$ cat config.mk
export PLATFORM = sky130hd
export DESIGN_NAME = ldtu_sample_encoder
export DESIGN_NICKNAME = d
export VERILOG_FILES = /design/src/rtl/ldtu_enc_pkg.sv /design/src/rtl/ldtu_enc_ofifo.sv /design/src/rtl/ldtu_sample_encoder.sv
export SDC_FILE = /design/constraint.sdc
export NUM_CORES = 1
export LEC_CHECK = 0
export ABC_CLOCK_PERIOD_IN_PS = 6450
export CAP_MARGIN = 25
export CORE_MARGIN = 2
export CORE_UTILIZATION = 59
export DETAILED_ROUTE_END_ITERATION = 10
export PLACE_DENSITY = 0.78
export RECOVER_POWER = 50
export SYNTH_ARGS = -nofsm -noshare
export SYNTH_HDL_FRONTEND = slang
export SYNTH_SLANG_ARGS = --single-unit
export TNS_END_PERCENT = 5
$ cat constraint.sdc
create_clock -name CLK -period 6.45 [get_ports CLK]
set_input_delay 0.9675 -clock CLK [delete_from_list [all_inputs] [get_ports CLK]]
set_output_delay 0.9675 -clock CLK [all_outputs]
set_load 0.01 [all_outputs]
$ cat src/rtl/ldtu_enc_pkg.sv
// Shared constants, packer state type and slot-insert helper for the LDTU sample encoder.
package ldtu_enc_pkg;

  localparam int SAMPLE_W = 13;
  localparam int BASE_W   = 6;
  localparam int WORD_W   = 32;

  localparam logic [1:0] HDR_BASE_FULL  = 2'b01;
  localparam logic [3:0] HDR_BASE_PART  = 4'b1101;
  localparam logic [5:0] HDR_SIG_PAIR   = 6'b001010;
  localparam logic [5:0] HDR_SIG_SINGLE = 6'b001011;
  localparam logic [3:0] HDR_TRAILER    = 4'b1110;

  typedef enum logic [1:0] {
    IDLE = 2'd0,
    BASE = 2'd1,
    SIG  = 2'd2
  } pk_state_e;

  // Place a 6-bit baseline payload into slot 0..3 of the 24-bit accumulation buffer.
  function automatic logic [23:0] base_insert(input logic [23:0] cur,
                                              input logic [2:0] slot,
                                              input logic [BASE_W-1:0] s);
    logic [23:0] r;
    r = cur;
    case (slot)
      3'd0:    r[5:0]   = s;
      3'd1:    r[11:6]  = s;
      3'd2:    r[17:12] = s;
      default: r[23:18] = s;
    endcase
    return r;
  endfunction

endpackage

$ cat src/rtl/ldtu_enc_ofifo.sv
// Show-ahead synchronous FIFO, one push and one pop per cycle; reads 0 when empty.
module ldtu_enc_ofifo #(
  parameter int DEPTH = 8,
  parameter int W     = 32
) (
  input  logic                   clk,
  input  logic                   rst,
  input  logic                   push,
  input  logic [W-1:0]           wdata,
  input  logic                   pop,
  output logic [W-1:0]           rdata,
  output logic                   full,
  output logic                   empty,
  output logic [$clog2(DEPTH):0] level
);

  localparam int AW = $clog2(DEPTH);

  logic [W-1:0]  mem_q [DEPTH];
  logic [AW-1:0] wr_ptr_q, wr_ptr_d;
  logic [AW-1:0] rd_ptr_q, rd_ptr_d;
  logic [AW:0]   level_q, level_d;
  logic          do_push, do_pop;

  assign empty = (level_q == '0);
  assign full  = (level_q == (AW+1)'(DEPTH));
  assign level = level_q;
  assign rdata = empty ? '0 : mem_q[rd_ptr_q];

  always_comb begin
    do_pop   = pop && !empty;
    // A full FIFO still accepts a word when the head leaves in the same cycle.
    do_push  = push && (!full || do_pop);
    wr_ptr_d = wr_ptr_q;
    rd_ptr_d = rd_ptr_q;
    level_d  = level_q;
    if (do_push) wr_ptr_d = wr_ptr_q + AW'(1);
    if (do_pop)  rd_ptr_d = rd_ptr_q + AW'(1);
    case ({do_push, do_pop})
      2'b10:   level_d = level_q + (AW+1)'(1);
      2'b01:   level_d = level_q - (AW+1)'(1);
      default: level_d = level_q;
    endcase
  end

  always_ff @(posedge clk or posedge rst) begin
    if (rst) begin
      wr_ptr_q <= '0;
      rd_ptr_q <= '0;
      level_q  <= '0;
    end else begin
      wr_ptr_q <= wr_ptr_d;
      rd_ptr_q <= rd_ptr_d;
      level_q  <= level_d;
    end
  end

  always_ff @(posedge clk) begin
    if (do_push) mem_q[wr_ptr_q] <= wdata;
  end

endmodule

$ cat src/rtl/ldtu_sample_encoder.sv
// Packs baseline/signal samples into 32-bit words and queues them for the serializer.
// Optional frame trailer words are enabled with the ENC_FRAME_TRAILER_EN macro.
module ldtu_sample_encoder
  import ldtu_enc_pkg::*;
#(
  parameter int OUT_FIFO_DEPTH = 8,
  parameter int FRAME_WORDS    = 64
) (
  input  logic                              CLK,
  input  logic                              reset,
  input  logic [SAMPLE_W-1:0]               DATA_to_enc,
  input  logic                              baseline_flag,
  input  logic                              data_valid,
  output logic [WORD_W-1:0]                 DATA_32,
  output logic                              word_valid,
  input  logic                              word_ready,
  output logic                              fifo_overflow,
  output logic [$clog2(OUT_FIFO_DEPTH):0]   fifo_level
);

  if (OUT_FIFO_DEPTH < 4 || FRAME_WORDS < 1 || FRAME_WORDS > 1023) begin : g_bad_param
    $error("ldtu_sample_encoder: parameter out of range");
  end

  pk_state_e           state_q, state_d;
  logic [2:0]          cnt_q, cnt_d;
  logic [23:0]         base_q, base_d;
  logic [SAMPLE_W-1:0] sig_q, sig_d;
  logic                ovf_q, ovf_d;

  logic                data_push;
  logic [WORD_W-1:0]   data_word;
  logic                fifo_push;
  logic [WORD_W-1:0]   fifo_wdata;
  logic                fifo_pop, fifo_full, fifo_empty;
  logic [BASE_W-1:0]   bsamp;

  assign bsamp = DATA_to_enc[BASE_W-1:0];

  always_comb begin
    state_d   = state_q;
    cnt_d     = cnt_q;
    base_d    = base_q;
    sig_d     = sig_q;
    data_push = 1'b0;
    data_word = '0;
    if (data_valid) begin
      case (state_q)
        IDLE: begin
          if (baseline_flag) begin
            base_d  = {18'd0, bsamp};
            cnt_d   = 3'd1;
            state_d = BASE;
          end else begin
            sig_d   = DATA_to_enc;
            state_d = SIG;
          end
        end
        BASE: begin
          if (baseline_flag) begin
            if (cnt_q == 3'd4) begin
              data_push = 1'b1;
              data_word = {HDR_BASE_FULL, bsamp, base_q};
              base_d    = '0;
              cnt_d     = 3'd0;
              state_d   = IDLE;
            end else begin
              base_d = base_insert(base_q, cnt_q, bsamp);
              cnt_d  = cnt_q + 3'd1;
            end
          end else begin
            data_push = 1'b1;
            data_word = {HDR_BASE_PART, 1'b0, cnt_q, base_q};
            base_d    = '0;
            cnt_d     = 3'd0;
            sig_d     = DATA_to_enc;
            state_d   = SIG;
          end
        end
        SIG: begin
          data_push = 1'b1;
          if (baseline_flag) begin
            data_word = {HDR_SIG_SINGLE, 13'd0, sig_q};
            base_d    = {18'd0, bsamp};
            cnt_d     = 3'd1;
            state_d   = BASE;
          end else begin
            data_word = {HDR_SIG_PAIR, DATA_to_enc, sig_q};
            state_d   = IDLE;
          end
        end
        default: state_d = IDLE;
      endcase
    end
  end

`ifdef ENC_FRAME_TRAILER_EN
  localparam int FCW = $clog2(FRAME_WORDS + 1);

  logic [FCW-1:0] wcnt_q, wcnt_d;
  logic [7:0]     fnum_q, fnum_d;
  logic           pend_q, pend_d;
  logic           data_ok;

  // Trailers only use cycles without a data word; a dropped trailer still advances the frame number.
  always_comb begin
    wcnt_d     = wcnt_q;
    fnum_d     = fnum_q;
    pend_d     = pend_q;
    fifo_push  = data_push;
    fifo_wdata = data_word;
    data_ok    = data_push && (!fifo_full || fifo_pop);
    if (data_ok) begin
      if (wcnt_q == FCW'(FRAME_WORDS - 1)) begin
        wcnt_d = '0;
        pend_d = 1'b1;
      end else begin
        wcnt_d = wcnt_q + FCW'(1);
      end
    end else if (!data_push && pend_q) begin
      fifo_push  = 1'b1;
      fifo_wdata = {HDR_TRAILER, fnum_q, 20'd0};
      pend_d     = 1'b0;
      fnum_d     = fnum_q + 8'd1;
    end
  end

  always_ff @(posedge CLK or posedge reset) begin
    if (reset) begin
      wcnt_q <= '0;
      fnum_q <= '0;
      pend_q <= 1'b0;
    end else begin
      wcnt_q <= wcnt_d;
      fnum_q <= fnum_d;
      pend_q <= pend_d;
    end
  end
`else
  assign fifo_push  = data_push;
  assign fifo_wdata = data_word;
`endif

  assign word_valid    = !fifo_empty;
  assign fifo_pop      = word_valid && word_ready;
  assign fifo_overflow = ovf_q;

  always_comb begin
    ovf_d = ovf_q | (fifo_push && fifo_full && !fifo_pop);
  end

  always_ff @(posedge CLK or posedge reset) begin
    if (reset) begin
      state_q <= IDLE;
      cnt_q   <= '0;
      base_q  <= '0;
      sig_q   <= '0;
      ovf_q   <= 1'b0;
    end else begin
      state_q <= state_d;
      cnt_q   <= cnt_d;
      base_q  <= base_d;
      sig_q   <= sig_d;
      ovf_q   <= ovf_d;
    end
  end

  ldtu_enc_ofifo #(
    .DEPTH (OUT_FIFO_DEPTH),
    .W     (WORD_W)
  ) u_ofifo (
    .clk   (CLK),
    .rst   (reset),
    .push  (fifo_push),
    .wdata (fifo_wdata),
    .pop   (fifo_pop),
    .rdata (DATA_32),
    .full  (fifo_full),
    .empty (fifo_empty),
    .level (fifo_level)
  );

endmodule

==> results of run 1 <==
-- stage by stage --
stage                     area [µm²]  power (mW)  hold slack (ps)
final                          14600        6.36              468
after global routing           14600        6.65              504
after CTS                      14600        6.41              487
after detailed placement       13600        4.67              468
after global placement         13500        4.58              452
after floorplan                12700        3.94              450
-- logic make-up (layout without fill, tap and decap cells) --
kind of cell | after synthesis | count (layout)
xor+xnor | 4 | 4
mux | 129 | 129
simple gates | 131 | 131
fa+ha+maj | 11 | 11
compound gates | 68 | 68
buf+inv | 46 | 138
flops | 309 | 309
-- flip-flops by register name, indices dropped and copies added (netlist names) --
register          cells
u_ofifo.wr_ptr_q      3
u_ofifo.rd_ptr_q      3
cnt_q                 3
sig_q                13
u_ofifo.mem_q       256
fifo_overflow         1
state_q               2
u_ofifo.level         4
base_q               24
-- layout make-up --
cell class              count  area (µm²)  area share [%]
repair buffers             72         729            5.00
inverters                  10        37.5           0.257
well taps                 275         344            2.36
multi-input cells         343        3470            23.8
clock inverters            20         174            1.19
clock buffers              36         815            5.58
flip-flops and latches    309        9020            61.8
-- cell usage in the layout (no fill, tap or decap), drive strengths merged, types with 7 or more instances in the layout --
cell type | synthesis | routed
nor2 | 59 | 59
inv | 10 | 10
a22o | 14 | 14
mux2 | 33 | 33
clkbuf | 10 | 39
clkdlybuf4s50 | 0 | 46
buf | 26 | 14
mux4 | 64 | 64
ha | 11 | 11
clkinv | 0 | 15
dlygate4sd3 | 0 | 9
a22oi | 13 | 13
nor3 | 11 | 11
o21ai | 15 | 15
edfxtp | 256 | 256
nand2 | 30 | 30
mux2i | 32 | 32
dfrtp | 53 | 53
nand3 | 7 | 7
-- final timing paths --
| path | start | endpoint | slack, ps |
|---|---|---|---|
| hold reg to reg | fifo_overflow | fifo_overflow | 470 |
| max in group asynchronous | reset | sig_q[6] | 3230 |
| setup / recovery | u_ofifo.level[0] | DATA_32[30] | 1830 |
| hold / removal | fifo_overflow | fifo_overflow | 470 |
| min in group asynchronous | reset | u_ofifo.level[1] | 1010 |
| setup reg to reg | cnt_q[0] | u_ofifo.mem_q[5][9] | 2650 |
-- layer usage --
layer	GRT usage (%)	vias to the layer above	part of all wire [%]	wire length, µm
met5	0	-	0	0
met4	6.96	0	2.5	654
met3	4.12	60	6.5	1710
met2	40.8	269	50	13300
met1	34.4	3523	41	10700
li1	-	2914	-	-
-- power by group through the flow --
stage / logic (mW) / registers [mW] / clock network, mW
CTS: 1.97 / 2.69 / 1.76
global placement: 1.84 / 2.74 / 0
detailed placement: 1.94 / 2.73 / 0
finish: 1.98 / 2.64 / 1.73
global route: 2.15 / 2.67 / 1.83
floorplan: 1.43 / 2.52 / 0
==> impl_metrics.env, run 1 <==
export IMPL_cts_tree="yes"
export IMPL_synthXorXnorAreaFrac_pct=0.276
export IMPL_fin_setup_tns_ps=0
export IMPL_via_per_inst=6.35
export IMPL_core_area_mm2=0.0211
export IMPL_cellLeakagePower_nw=5.09
export IMPL_area_delta_synth_final_pct=14.8
export IMPL_synth_top_area_share_pct=60.5
export IMPL_hp_class="reg -> reg"
export IMPL_switchingPower_mw=1.91
export IMPL_diodes=0
export IMPL_postCtsResizedCells=0
export IMPL_antenna_left=0
export IMPL_grt_pass1_vias=7176
export IMPL_first_pass_iters=4
export IMPL_grt_pass1_wl_um=41300
export IMPL_ys_seq_area_share_pct=70.9
export IMPL_hold_depth=1
export IMPL_critPathMaxStageDelay_ps=1380
export IMPL_rsz0062_at_grt="false"
export IMPL_ir_drop_uv=228
export IMPL_synth_most_common_cell="edfxtp_1"
export IMPL_path_depth=4
export IMPL_synth_common_cells="256 x edfxtp_1, 64 x mux4_2, 59 x nor2_1"
export IMPL_r2r_cells=6
export IMPL_synth_ff_latch_count=309
export IMPL_cts_htree_levels=1
export IMPL_status="finished with violations"
export IMPL_crit_buf_inv=2
export IMPL_p_clk_share_pct=27.3
export IMPL_die_h_um=151
export IMPL_synth_top_area_cell="edfxtp_1"
export IMPL_synth_cell_types=55
export IMPL_drcViolationCount=0
export IMPL_synth_mux_area_fraction_pct=16.8
export IMPL_antenna_found_initial=0
export IMPL_critPathCaptureType="output pin"
export IMPL_clock_latency_ps=550
export IMPL_drt_wl_total_um=26400
export IMPL_powerDensity_mw_per_mm2=436
export IMPL_drt_initial_drc_count=539
export IMPL_power_frac_comb_pct=31.2
export IMPL_mappedNetlistArea_mm2=0.0127
export IMPL_clkSlewWorstSetupHoldPaths_ps=70
export IMPL_post_cts_buffers=0
export IMPL_dpl_worst_slack_ps=2460
export IMPL_setup_viol=0
export IMPL_max_cap_violations=3
export IMPL_start_util_pct=60.3
export IMPL_netSwitchingFraction_pct=30.1
export IMPL_setup_worst_path_class="reg -> out"
export IMPL_cts_sinks=309
export IMPL_die_width_um=151
export IMPL_grt_max_degree=48
export IMPL_critical_path_slowest_cell="clkbuf_1"
export IMPL_synth_simple_area_share_pct=4.85
export IMPL_synth_compound_area_share_pct=4.26
export IMPL_synthAdderAreaFrac_pct=1.08
export IMPL_syn_nets=727
export IMPL_numPortBuffers=55
export IMPL_worstPathRequired_ps=5480
export IMPL_internal_power_mw=4.44
export IMPL_cts_buffers=30
export IMPL_hpwl_um=15600
export IMPL_synth_area_per_cell_um2=18.2
export IMPL_num_vias=6766
export IMPL_grt_ovfl_total=0
export IMPL_synth_edff_count=256
export IMPL_crit_chain="nor4_4, clkbuf_1, nor2_1, clkdlybuf4s50_1"
export IMPL_period_share_pct=71.7
export IMPL_die_area_mm2=0.0227
export IMPL_worstPathMaxFanout=34
export IMPL_synth_warnings=0
export IMPL_nNetsFinal=795
export IMPL_crit_family="buffers and inverters"
export IMPL_violations="max-capacitance violations, max-slew violations"
export IMPL_clk_path_buf_depth=3
export IMPL_max_slew_margin_rel_pct=-26.3
export IMPL_place_inst=1007
export IMPL_synth_top_family_by_area="multiplexers"
export IMPL_drive_gt1_share_pct=21.6
export IMPL_postLayoutCoreUtil_pct=69.2
export IMPL_seqPwrFrac_pct=41.5
export IMPL_min_period_ps=4620
export IMPL_fmax_ghz=0.216
export IMPL_postSynthCellCount=698
export IMPL_cts_hold_buffers=0
export IMPL_hold_viol=0
export IMPL_fin_skew_ps=23.9
export IMPL_nFillCells=1335
export IMPL_avgRoutedWirePerCell_um=24.8
export IMPL_fin_cells=1065
export IMPL_worstPathArrival_ps=3660
export IMPL_cp_start_kind="register"
export IMPL_setup_ws_ps=1830
export IMPL_synth_ff_type="edfxtp_1"
export IMPL_synth_area_top_cells="edfxtp_1 60%, mux4_2 11%, dfrtp_1 10%"
export IMPL_gp_congestion=0.918
export IMPL_grt_usage_pct=24.6
export IMPL_num_rows=53
export IMPL_async_flop_share_pct=17.2
export IMPL_slew_viol_final=93
export IMPL_cts_root_buf="clkbuf_16"
export IMPL_boundaryPins=56
export IMPL_tightest_slew_ps=1890
No activity file was read; power rests on OpenSTA's default activity.
==> run 2: changes to the inputs <==
Settings changed: ABC_CLOCK_PERIOD_IN_PS 6450 to 3900, CORE_UTILIZATION 59 to 54, PLACE_DENSITY 0.78 to 0.75.
Clock period 6.45 ns to 3.9 ns, I/O delays scaled along.
==> run 2 against run 1 <==
Effect of this change:
- the flow still finishes with violations (max-capacitance violations, max-slew violations)
- critical path type unchanged
- final cell count rose by 4.4%
- utilization fell by 6.0 points
- global-route usage is 3.1 points lower
- wire length is 2.4% lower
- largest power group unchanged
- sequential cell count unchanged
- clock power rose by 60%
- die area increased by 9.0%
- largest cell class unchanged
- setup slack worse by 1400 ps
==> impl_metrics.env, run 2 (synthesis results as in run 1) <==
export IMPL_cts_sinks=309
export IMPL_drt_initial_drc_count=545
export IMPL_hpwl_um=15300
export IMPL_regMostFlops="u_ofifo.mem_q"
export IMPL_cts_hold_buffers=0
export IMPL_antenna_found_initial=0
export IMPL_critPathCaptureType="output pin"
export IMPL_setup_ws_ps=408
export IMPL_boundaryPins=56
export IMPL_numPortBuffers=55
export IMPL_num_vias=6622
export IMPL_fin_cells=1112
export IMPL_avgRoutedWirePerCell_um=23.2
export IMPL_core_area_mm2=0.0233
export IMPL_top_regs="u_ofifo.mem_q (256), base_q (24), sig_q (13)"
export IMPL_setup_worst_path_class="reg -> out"
export IMPL_die_h_um=157
export IMPL_setup_viol=0
export IMPL_tightest_slew_ps=1860
export IMPL_min_period_ps=3490
export IMPL_grt_pass1_vias=6729
export IMPL_antenna_left=0
export IMPL_cts_tree="yes"
export IMPL_worstPathArrival_ps=2910
export IMPL_fmax_ghz=0.286
export IMPL_violations="max-capacitance violations, max-slew violations"
export IMPL_top_layer="met4"
export IMPL_slew_viol_final=37
export IMPL_hold_slack_ps=458
export IMPL_max_slew_margin_rel_pct=-23.8
export IMPL_fin_area_mm2=0.0147
export IMPL_cp_start_kind="register"
export IMPL_final_common_cell="edfxtp_1"
export IMPL_wl_met2_um=12800
export IMPL_worstPathMaxFanout=22
export IMPL_area_delta_synth_final_pct=15.7
export IMPL_rsz0062_at_grt="false"
export IMPL_post_cts_buffers=0
export IMPL_start_util_pct=54.6
export IMPL_place_inst=1056
export IMPL_hold_viol=0
export IMPL_cellLeakagePower_nw=5.10
export IMPL_cts_htree_levels=1
export IMPL_via_per_inst=5.96
export IMPL_first_pass_iters=5
export IMPL_wl_met1_um=10900
export IMPL_wl_met3_um=1550
export IMPL_clock_latency_ps=540
export IMPL_clkSlewWorstSetupHoldPaths_ps=60
export IMPL_num_rows=56
export IMPL_dpl_worst_slack_ps=850
export IMPL_grt_usage_pct=21.5
export IMPL_fin_skew_ps=14.7
export IMPL_place_area_mm2=0.0138
export IMPL_drive_gt1_share_pct=21.7
export IMPL_die_area_mm2=0.0248
export IMPL_period_share_pct=89.5
export IMPL_die_width_um=157
export IMPL_diodes=0
export IMPL_final_cell_mix="256 x edfxtp_1, 64 x mux4_2, 56 x nor2_1"
export IMPL_worstPathRequired_ps=3310
export IMPL_powerDensity_mw_per_mm2=709
export IMPL_largest_register_ffs=256
export IMPL_drcViolationCount=0
export IMPL_grt_max_degree=36
export IMPL_nNetsFinal=798
export IMPL_postCtsResizedCells=0
export IMPL_grt_ovfl_total=0
export IMPL_cts_root_buf="clkbuf_16"
export IMPL_hp_class="reg -> reg"
export IMPL_cts_buffers=30
export IMPL_max_cap_violations=2
export IMPL_grt_pass1_wl_um=39700
export IMPL_drt_wl_total_um=25800
export IMPL_gp_congestion=0.867
export IMPL_status="finished with violations"
export IMPL_clk_path_buf_depth=3
export IMPL_ir_drop_uv=457
-- run 2: layer usage --
| metal | global-route usage (%) | up-vias |
|---|---|---|
| li1 | - | 2914 |
| met1 | 30.6 | 3430 |
| met3 | 2.97 | 39 |
| met5 | 0 | - |
| met2 | 35.5 | 239 |
| met4 | 5.54 | 0 |
-- run 2: metrics by stage --
step | TNS, ps | utilization, % | power [mW]
finish | 0 | 63.2 | 10.4
global route | 0 | 63.2 | 10.9
CTS | 0 | 63.5 | 10.6
detailed placement | 0 | 59.4 | 7.78
global placement | 0 | 59.3 | 7.69
floorplan | -8640 | - | 6.52
-- run 2: power breakdown --
part | total [mW] | switching (mW) | internal [mW] | leakage, nW
logic | 3.32 | 1.59 | 1.73 | 1.63
registers | 4.33 | 0.365 | 3.96 | 3.00
clock network | 2.77 | 1.14 | 1.63 | 0.474
-- run 2: layout make-up --
type,instances,area (µm²)
multi-input cells,343,3470
clock buffers,40,840
clock inverters,16,124
well taps,319,399
inverters,10,37.5
repair buffers,75,818
fillers,1607,8560
flip-flops and latches,309,9020
-- run 2: worst paths after layout --
path	startpoint	endpoint	slack, ps	depth (start not counted)
max	u_ofifo.rd_ptr_q[0]	DATA_32[11]	410	5
min	fifo_overflow	fifo_overflow	460	1
max reg2reg	cnt_q[0]	u_ofifo.mem_q[6][13]	490	7
min reg2reg	fifo_overflow	fifo_overflow	460	1
max in group asynchronous	reset	sig_q[8]	1120	3
min in group asynchronous	reset	state_q[0]	600	2
-- run 2: critical path, cell delays in order, from the launching register on --
cell and delay, ps:
dfrtp_4 580, buf_4 450, mux4_2 550, mux2i_1 200
nor2_1 60, clkdlybuf4s50_1 500
==> variant 1: new RTL, settings of run 2 <==
The 3 states of `pk_state_e` get a one-hot encoding in 3 bits.
--- a/src/rtl/ldtu_enc_pkg.sv
+++ b/src/rtl/ldtu_enc_pkg.sv
@@ -13,6 +13,6 @@
 
-  typedef enum logic [1:0] {
-    IDLE = 2'd0,
-    BASE = 2'd1,
-    SIG  = 2'd2
+  typedef enum logic [2:0] {
+    IDLE = 3'b001,
+    BASE = 3'b010,
+    SIG  = 3'b100
   } pk_state_e;
Behaviour: no difference found for any inputs over 4 cycles, from zero or initial values and one cycle with reset high; so few cycles prove little.
==> variant 1 against run 2 <==
Sequential cell count grew 1; clock power grew 3%; total power grew 0.83%; wire length grew 0.91%; the flow still finishes with violations (capacitance limit, slew limit); highest routed layer unchanged; synthesized area grew 0.48%; sequential power grew 2%; worst setup slack lost 0.068 ns; non-clock buffer count grew 2; final area is essentially flat.
==> variant 1: results (changes against run 2) <==
| Metric | Value |
|---|---|
| Maxcap violations | 1 (was 2) |
| Vias in the first global route | 7006 (was 6729) |
| Critical Path AT | 2.97 ns (was 2.91 ns) |
| VDD IR max | 0.426 mV (was 0.457 mV) |
| GPL Wtd Cong | 0.855 (was 0.867) |
| Multiplexer share of the synthesized area | 16.9% (was 16.8%) |
| Post-CTS setup buffers | 0 (unchanged) |
| Layout Skew | 0.0142 ns (was 0.0147 ns) |
| Flop-to-flop setup slack | 0.60 ns (was 0.49 ns) |
| Adder-cell share of the synthesized area | 0.686% (was 1.08%) |
| Relative slew slack | -7.95% (was -23.8%) |
| Failing checks | capacitance limit, slew limit (unchanged) |
| Share of layout cells above drive strength 1 | 18.3% (was 21.7%) |
| # nets final | 829 (was 798) |
| Run status | finished, violations left (unchanged) |
| Worst hold margin | 0.475 ns (was 0.458 ns) |
| CTS max path bufs | 3 (unchanged) |
| Sum Neg Setup Slack | 0 ns (unchanged) |
| First-pass GRT wire length | 40300 µm (was 39700 µm) |
| Asr flop ratio synth | 17.4% (was 17.2%) |
| Synth Area in XOR/XNOR | 0.686% (was 0.276%) |
| Fill cells | 1649 (was 1607) |
| Post-synth top cells | edfxtp_1 (256), nor2_1 (76), mux4_2 (64) (was edfxtp_1 (256), mux4_2 (64), nor2_1 (59)) |
| Routed WL | 26000 µm (was 25800 µm) |
| Register area share after synthesis | 70.8% (was 70.9%) |
| Synth Area in Compound Gates | 3.40% (was 4.26%) |
| All-Layer GR Usage | 21.5% (about the same) |
| Switching Fraction | 29.8% (was 29.7%) |
| Crit Path Max Fanout | 28 (was 22) |
| Largest net degree at the start of global routing | 44 (was 36) |
| Leakage | 5.02 nW (was 5.10 nW) |
| CTS H-tree lvls | 1 (unchanged) |
| Synth unique cells | 50 (was 55) |
| Routed via count | 6756 (was 6622) |
| DRT Pass-1 Iters | 6 (was 5) |
| Final HPWL DP | 16000 µm (was 15300 µm) |
| Fin. max-slew vios | 44 (was 37) |
| Top cells by area, synth | edfxtp_1 (60%), mux4_2 (11%), dfrtp_1 (10%) (unchanged) |
| DR iter-0 viols | 567 (was 545) |
| R2R Path End | u_ofifo.mem_q[3][6] (was u_ofifo.mem_q[6][13]) |
| Syn Nets | 756 (was 727) |
-- variant 1: changes by cell type in the layout (fill, tap and decap cells not counted), sizes merged, moves of 8 or more --
| cell | delta |
|---|---|
| mux2i | +24 |
| a22oi | +14 |
| nor2 | +19 |
| a22o | -14 |
| o21ai | -8 |
| inv | +22 |
| mux2 | -19 |
-- variant 1: area by class of cell --
type / instances / area share [%]
sequential: 310 / 61.5
multi-input combinational: 353 / 23.3
clock buffer: 37 / 5.43
timing repair buffer: 77 / 5.08
tap: 319 / 2.71
clock inverter: 18 / 1.21
inverter: 32 / 0.817
-- variant 1: cell families after synthesis --
logic type	count (synthesis)
buffers and inverters	68
XOR/XNOR	10
flip-flops	310
AO/OA/AOI/OAI	56
multiplexers	134
adder cells (fa/ha/maj)	7
AND/OR/NAND/NOR	146
-- variant 1: layer usage --
metal  GRT usage [%]  vias to the layer above  routed length (µm)
met5               0                        -                   0
li1                -                     2965                   -
met3            2.85                       37                1730
met2            36.1                      249               12900
met1            30.9                     3505               11000
met4            4.20                        0                 376
-- variant 1: worst max path at each step --
stage | slack [ns] | end
6_report | 0.34 | DATA_32[2]
3_3_place_gp | 0.68 | u_ofifo.mem_q[4][8]
4_1_cts | 0.28 | DATA_32[2]
3_5_place_dp | 0.54 | u_ofifo.mem_q[4][10]
2_1_floorplan | -0.41 | u_ofifo.mem_q[4][0]
5_1_grt | 0.16 | DATA_32[2]
-- variant 1: worst max-delay path, stage by stage (launching register included) --
cell and delay [ns]:
dfrtp_4 0.81, buf_12 0.27, mux4_2 0.53, mux2i_1 0.23
nor2_1 0.07, clkdlybuf4s50_1 0.49
-- variant 1: per-stage QoR --
stage | setup WS, ns | utilization, % | instance area [µm²] | std cells
floorplan | -0.412 | - | 12800 | 731
global placement | 0.684 | 59.2 | 13800 | 1091
detailed placement | 0.543 | 59.2 | 13800 | 1091
CTS | 0.277 | 63.4 | 14800 | 1146
global route | 0.163 | 63.0 | 14700 | 1146
finish | 0.341 | 63.0 | 14700 | 1146
-- variant 1: power by group through the flow --
stage,Sequential (mW),Clock [mW],Combinational (mW)
2_1_floorplan,4.17,0,2.34
3_3_place_gp,4.45,0,3.28
3_5_place_dp,4.48,0,3.33
4_1_cts,4.42,2.89,3.36
5_1_grt,4.47,3.00,3.54
6_report,4.41,2.84,3.26
==> variant 2: new RTL, config.mk and constraints of run 2 <==
Made on the original files. Set the parameter `OUT_FIFO_DEPTH` to 4 (it was 8).
--- a/src/rtl/ldtu_sample_encoder.sv
+++ b/src/rtl/ldtu_sample_encoder.sv
@@ -5,3 +5,3 @@
 #(
-  parameter int OUT_FIFO_DEPTH = 8,
+  parameter int OUT_FIFO_DEPTH = 4,
   parameter int FRAME_WORDS    = 64
Ports: changed (resized fifo_level); port bits go from 56 to 55. No check against the original RTL was run, so the function may have changed too.
==> variant 2 against run 2 <==
The run still ends with capacitance limit, slew limit left; final cell count decreased by 34%; core utilization increased by 1.6 points; sequential cell count decreased by 131; final area decreased by 38%; total power decreased by 39%; via count decreased by 35%; wire length decreased by 42%; clock power decreased by 38%; synthesized cell count decreased by 30%; synthesized area decreased by 39%; critical path depth increased by 1; worst setup slack improved by 0.12 ns.
==> variant 2: results (changes against run 2) <==
| Metric | Value |
|---|---|
| Seq pwr share | 40.4% (was 41.5%) |
| Seq_cells | 178 (was 309) |
| Crit. Startpoint | baseline_flag (was u_ofifo.rd_ptr_q[0]) |
| Clk_lat worst skew | 0.42 ns (was 0.54 ns) |
| Register area share after synthesis | 65.3% (was 70.9%) |
| Post-synth top cells | edfxtp_1 (128), dfrtp_1 (50), and2_1 (42) (was edfxtp_1 (256), mux4_2 (64), nor2_1 (59)) |
| Met2 WL post-DR | 7560 µm (was 12800 µm) |
| Crit Path Max Fanout | 18 (was 22) |
| # Taps | 180 (was 319) |
| Multi-input combinational area share | 27.1% (was 23.6%) |
| Maxcap violations | 2 (unchanged) |
| Run status | finished, violations left (unchanged) |
| Signal inverters | 17 (was 10) |
| Clk_buf instances | 19 (was 40) |
| Layout clock area frac | 6.61% (was 6.55%) |
| All-Layer GR Usage | 20.3% (was 21.5%) |
| Asr flop ratio synth | 28.1% (was 17.2%) |
| Worst path max stage delay | 1.21 ns (was 0.58 ns) |
| Routed WL | 14900 µm (was 25800 µm) |
| Leakage | 3.41 nW (was 5.10 nW) |
| Vias in the first global route | 4360 (was 6729) |
| Syn Nets | 518 (was 727) |
| Flop-to-flop setup slack | 0.74 ns (was 0.49 ns) |
| Failing checks | capacitance limit, slew limit (unchanged) |
| CP max stage cell | nor2b_1 (was dfrtp_4) |
| Multi-input gates | 264 (was 343) |
| Crit Reg-Reg Startpoint | state_q[0] (was cnt_q[0]) |
| Met1 Usage GRT | 27.5% (was 30.6%) |
| Seq area share | 56.2% (was 61.3%) |
| Fin. max-slew vios | 52 (was 37) |
| DR WL/cell | 20.2 µm (was 23.2 µm) |
| Final non-clock buffer share | 6.90% (was 5.56%) |
[variant 2: cell count changes after synthesis, sizes merged, moves of 7 or more]
| cell | before | now |
|---|---|---|
| nand2 | 30 | 23 |
| and2 | 1 | 44 |
| nor3 | 11 | 4 |
| mux2i | 32 | 7 |
| o21ai | 15 | 8 |
| nor2 | 59 | 19 |
| mux4 | 64 | 32 |
| inv | 10 | 17 |
| buf | 26 | 18 |
| edfxtp | 256 | 128 |
[variant 2: cell families (layout without fill, tap and decap cells)]
kind of cell | count (synthesis) | in the layout | share of synthesized area, %
flip-flops | 178 | 178 | 65.3
AND/OR/NAND/NOR | 116 | 116 | 8.29
multiplexers | 71 | 71 | 14.8
AO/OA/AOI/OAI | 60 | 60 | 6.27
buffers and inverters | 45 | 112 | 2.76
adder cells (fa/ha/maj) | 13 | 13 | 2.18
XOR/XNOR | 4 | 4 | 0.449
